<file path="src/rtl/rr_arb_mux_pkg.sv">
// Shared constants for the registered round-robin / fixed-select channel mux.
package rr_arb_mux_pkg;

  localparam logic MODE_FIXED    = 1'b0;
  localparam logic MODE_RR       = 1'b1;
  localparam int   DEFAULT_WIDTH = 32;

  // Advance a channel index by one, wrapping at n (n need not be a power of two)
  function automatic int wrap_inc(input int idx, input int n);
    return (idx >= n - 32'sd1) ? 32'sd0 : idx + 32'sd1;
  endfunction

endpackage

</file>
<file path="src/rtl/rr_arbiter.sv">
// Combinational rotating-priority arbiter: lowest requester at or above ptr,
// otherwise lowest requester overall (the wrapped part of the scan).
module rr_arbiter #(
  parameter int N    = 4,
  parameter int SELW = 2
) (
  input  logic [N-1:0]    i_req,
  input  logic [SELW-1:0] i_ptr,
  output logic [SELW-1:0] o_grant,
  output logic            o_grant_valid
);

  logic [SELW-1:0] w_grant_hi;
  logic [SELW-1:0] w_grant_lo;
  logic            w_hit_hi;

  // Descending scan so the lowest matching index is the one left standing
  always_comb begin
    w_grant_hi = '0;
    w_grant_lo = '0;
    w_hit_hi   = 1'b0;
    for (int i = N - 1; i >= 0; i--) begin
      w_grant_lo = i_req[i] ? SELW'(i) : w_grant_lo;
      w_grant_hi = (i_req[i] && (SELW'(i) >= i_ptr)) ? SELW'(i) : w_grant_hi;
      w_hit_hi   = w_hit_hi | (i_req[i] && (SELW'(i) >= i_ptr));
    end
  end

  assign o_grant       = w_hit_hi ? w_grant_hi : w_grant_lo;
  assign o_grant_valid = |i_req;

endmodule

</file>
<file path="src/rtl/rr_arb_mux.sv">
// Registered N-to-1 mux with valid/ready on every channel; channel chosen by
// an external select (fixed mode) or by a rotating-priority arbiter.
module rr_arb_mux
  import rr_arb_mux_pkg::*;
#(
  parameter int WIDTH = DEFAULT_WIDTH,
  parameter int N     = 4,
  parameter int SELW  = 2
) (
  input  logic                 clk,
  input  logic                 rst,
  input  logic [N*WIDTH-1:0]   in_data,
  input  logic [N-1:0]         in_valid,
  output logic [N-1:0]         in_ready,
  input  logic                 mode,
  input  logic [SELW-1:0]      sel,
  output logic [WIDTH-1:0]     out_data,
  output logic                 out_valid,
  input  logic                 out_ready,
  output logic [SELW-1:0]      out_src
);

  logic [WIDTH-1:0] r_out_data;
  logic             r_out_valid;
  logic [SELW-1:0]  r_out_src;
  logic [SELW-1:0]  r_rr_ptr;

  logic             w_load_en;
  logic [SELW-1:0]  w_rr_grant;
  logic             w_rr_valid;
  logic             w_fix_valid;
  logic [SELW-1:0]  w_grant;
  logic             w_grant_valid;
  logic [WIDTH-1:0] w_word;
  logic             w_xfer;
  logic [SELW-1:0]  w_ptr_next;

  rr_arbiter #(.N(N), .SELW(SELW)) u_arb (
    .i_req         (in_valid),
    .i_ptr         (r_rr_ptr),
    .o_grant       (w_rr_grant),
    .o_grant_valid (w_rr_valid)
  );

  // The register can take a new word whenever it is empty or draining
  assign w_load_en  = !r_out_valid || out_ready;
  assign w_xfer     = !rst && w_load_en && w_grant_valid;
  assign w_ptr_next = SELW'(wrap_inc(int'(w_grant), N));

  // Fixed-mode request: a select outside 0..N-1 matches no channel
  always_comb begin
    w_fix_valid = 1'b0;
    for (int i = 0; i < N; i++) begin
      w_fix_valid = (SELW'(i) == sel) ? in_valid[i] : w_fix_valid;
    end
  end

  // Mode mux between external select and arbiter result
  always_comb begin
    case (mode)
      MODE_FIXED: begin
        w_grant       = sel;
        w_grant_valid = w_fix_valid;
      end
      MODE_RR: begin
        w_grant       = w_rr_grant;
        w_grant_valid = w_rr_valid;
      end
      default: begin
        w_grant       = '0;
        w_grant_valid = 1'b0;
      end
    endcase
  end

  // Granted word and one-hot ready back to the producers
  always_comb begin
    w_word   = '0;
    in_ready = '0;
    for (int i = 0; i < N; i++) begin
      w_word      = (w_grant == SELW'(i)) ? in_data[i*WIDTH +: WIDTH] : w_word;
      in_ready[i] = w_xfer && (w_grant == SELW'(i));
    end
  end

  // Output register and round-robin pointer
  always_ff @(posedge clk) begin
    if (rst) begin
      r_out_valid <= 1'b0;
      r_out_data  <= '0;
      r_out_src   <= '0;
      r_rr_ptr    <= '0;
    end else begin
      if (w_load_en) begin
        r_out_valid <= w_grant_valid;
        if (w_grant_valid) begin
          r_out_data <= w_word;
          r_out_src  <= w_grant;
        end
      end
      if (w_xfer && (mode == MODE_RR)) begin
        r_rr_ptr <= w_ptr_next;
      end
    end
  end

  assign out_data  = r_out_data;
  assign out_valid = r_out_valid;
  assign out_src   = r_out_src;

endmodule

</file>
<file path="config.mk">
export PLATFORM = sky130hd
export DESIGN_NAME = rr_arb_mux
export DESIGN_NICKNAME = d
export VERILOG_FILES = /design/src/rtl/rr_arb_mux_pkg.sv /design/src/rtl/rr_arbiter.sv /design/src/rtl/rr_arb_mux.sv
export SDC_FILE = /design/constraint.sdc
export NUM_CORES = 1
export LEC_CHECK = 0
export CAP_MARGIN = 40
export CORE_MARGIN = 10
export CORE_UTILIZATION = 36
export DETAILED_ROUTE_END_ITERATION = 7
export PLACE_DENSITY = 0.8
export SYNTH_ARGS = -nofsm -noshare
export SYNTH_HDL_FRONTEND = slang
export SYNTH_SLANG_ARGS = --single-unit
</file>
<file path="constraint.sdc">
create_clock -name clk -period 3.45 [get_ports clk]
set_input_delay 0.69 -clock clk [delete_from_list [all_inputs] [get_ports clk]]
set_output_delay 0.69 -clock clk [all_outputs]
set_load 0.005 [all_outputs]
</file>
==> run_results.csv <==
group,metric,value,unit
detailed_routing,vias,3094,
layout,drive_above_1_share,0.148,
setup_path,crit_path_end_kind,"primary output",
synth,synth-edff-count,0,
sta,slew_violations,0,
detailed_routing,drtAntennaViolNets,0,
global_route,grt_overflow_total,0,
setup_path,critPathTopFamily,"buffers and inverters",
floorplanning,rows,30,
job,cap_violations,0,
clock_network,clock_tree.root_cell,"clkbuf_8",
floorplanning,die_y,105,um
sta,fin_ws,0.167,ns
setup_path,critPathKind,"input port to primary output",
detailed_routing,routed_via_density,5.63,
floorplanning,die-width,105,um
clock_network,clk_pin_slew_worst_paths,0.07,ns
layout,layout.cells.most_common,"clkdlybuf4s50_1",
clock_network,h-tree-depth,2,
setup_path,worst_ep_required_time,2.76,ns
global_route,grt_max_degree,38,
sta,fmax,0.305,GHz
synth,synth_ff_type,"dfxtp_1",
clock_network,clockBufferDepth,2,
layout,final_nets,596,
clock_network,cts_setup_buffers,0,
setup_path,cp_max_fo,3,
setup_path,cpPeakStageDelay,0.48,ns
sta,post-route-min-period,3.28,ns
power,p_leak,1.60,nW
floorplanning,initial_core_util,0.378,
sta,finalHoldViolCount,0,
power,vdd_drop_max,0.131,mV
clock_network,cts_made_buffers,5,
clock_network,clock_sinks,37,
layout,layout_common_cells,"clkdlybuf4s50_1, a21oi_1, nand2_1, dfxtp_1, o211ai_1",
synth,async_flop_share,0,
floorplanning,io_pins,177,
synth,synth_warnings,0,
placed_design,numPortBuffers,176,
setup_path,path_buf_inv,4,
sta,slew_headroom,0.612,
power,power.total,1.55,mW
setup_path,cp.arrival,2.59,ns
synth,ys_ff_latch,37,
synth,yosysSeqAreaShare,0.284,
setup_path,start_kind,"input port",
sta,tightestPinTransition,0.582,ns
global_route,antenna_found_initial,0,
sta,fin_tns_setup,0,ns
clock_network,cts_tree,"done",
clock_network,clock_latency,0.28,ns
global_route,grt_pass1_wl,17000,um
placed_design,gp_congestion,0.842,
layout,antenna_cells,0,
status,status,"completed",
detailed_routing,first_pass_iters,4,
synth,ys_types,32,
placed_design,hpwl,8190,um
synth,synth_area,2610,um^2
synth,synth_fp_nets,430,
setup_path,path_cells,"clkdlybuf4s50_1 > buf_4 > a21oi_1 > o31a_1 > buf_4 > ha_1 > nor3b_2 > clkdlybuf4s50_1",
worst_hold_path,hold_class,"flop to flop",
layout,utilization,0.663,
detailed_routing,drc_errors,0,
setup_path,critical-path-slowest-cell,"clkdlybuf4s50_1",
synth,avgSynthCellArea,9.07,um^2
layout,finalInstanceArea,4580,um^2
sta,fin_crit_sh,0.952,
detailed_routing,wl_per_cell,19.6,um
floorplanning,core_area,6910,um^2
synth,netlist_instances,288,
layout,areaGrowthSynthToFinish,75.2,%
global_route,track_usage,0.183,
placed_design,dpl_cell_area,4470,um^2
placed_design,place_ws,-0.335,ns
global_route,grt_pass1_vias,3295,
power,power_density,339,nW/um^2
sta,final.setup_skew,0.00472,ns
floorplanning,dieArea,11100,um^2
sta,setup_viol,0,
sta,rsz0062_at_grt,"false",
detailed_routing,drt_iter0_drc,157,
detailed_routing,drt-total-wl,10800,um
setup_path,reg2reg_slack,0.82,ns
timing repair:
item                                    CTS  global route
resized for setup                        11             2
hold buffers                              0             0
endpoints found under the setup margin    4             2
pin swaps                                 2             0
endpoints found under the hold margin     0             0
area by class of cell:
type	count	area [um^2]
clock buffers	7	86.3
fillers	598	2330
inverters	8	30.0
multi-input cells	208	1710
flip-flops and latches	37	741
well taps	96	120
repair buffers	194	1890
stage by stage:
stage / instances / hold slack (ns)
final: 550 / 0.521
after global routing: 550 / 0.564
after CTS: 550 / 0.524
after detailed placement: 543 / 0.517
after global placement: 543 / 0.507
after floorplan: 288 / 0.506
logic make-up (layout without fill, tap and decap cells):
group	after synthesis	in the layout	share of synthesized area
and+or+nand+nor	56	56	0.0967
buffers and inverters	43	209	0.0781
muxes	3	3	0.0115
adders and majority gates	4	4	0.0192
DFF	37	37	0.284
AOI/OAI and AO/OA	145	145	0.511
path summary, 6_finish.rpt:
kind | start | to | cells past startpoint
worst max-delay path | in_valid[3] | in_ready[1] | 8
worst min-delay path | out_data[1] | out_data[1] | 2
worst max register to register | r_rr_ptr[1] | out_data[28] | 11
worst min register to register | out_data[1] | out_data[1] | 2
cells in the mapped netlist, drive strengths merged, types with 3 or more instances:
master / number / area, um^2
a21oi: 38 / 190
a221o: 31 / 310
a311oi: 33 / 477
buf: 5 / 61.3
clkbuf: 30 / 113
dfxtp: 37 / 741
ha: 4 / 50.1
inv: 7 / 26.3
mux2i: 3 / 30.0
nand2: 38 / 143
nand2b: 4 / 25.0
nor2: 3 / 11.3
nor2b: 3 / 18.8
o211ai: 34 / 255
sequential cells by signal, indices dropped and copies added (netlist names):
register   count
out_src        2
out_valid      1
r_rr_ptr       2
out_data      32
power breakdown:
| group | total (mW) | switching (mW) | internal, mW | leakage (nW) |
|---|---|---|---|---|
| clock network | 0.297 | 0.139 | 0.158 | 0.0443 |
| registers | 0.516 | 0.0314 | 0.484 | 0.307 |
| logic | 0.741 | 0.322 | 0.419 | 1.25 |
| total | 1.55 | 0.492 | 1.06 | 1.60 |
routing by layer:
| metal | up-vias | global-route usage | share of wire |
|---|---|---|---|
| li1 | 1486 | - | - |
| met4 | 0 | 0.0461 | 0.011 |
| met3 | 6 | 0.0694 | 0.090 |
| met2 | 128 | 0.326 | 0.51 |
| met5 | - | 0 | 0 |
| met1 | 1474 | 0.199 | 0.39 |
tightest hold or removal path: stages (launching register included):
cell      delay (ns)
dfxtp_1         0.31
a21oi_1         0.11
a311oi_1        0.05
Note: power is estimated with default switching activity, not from simulation.
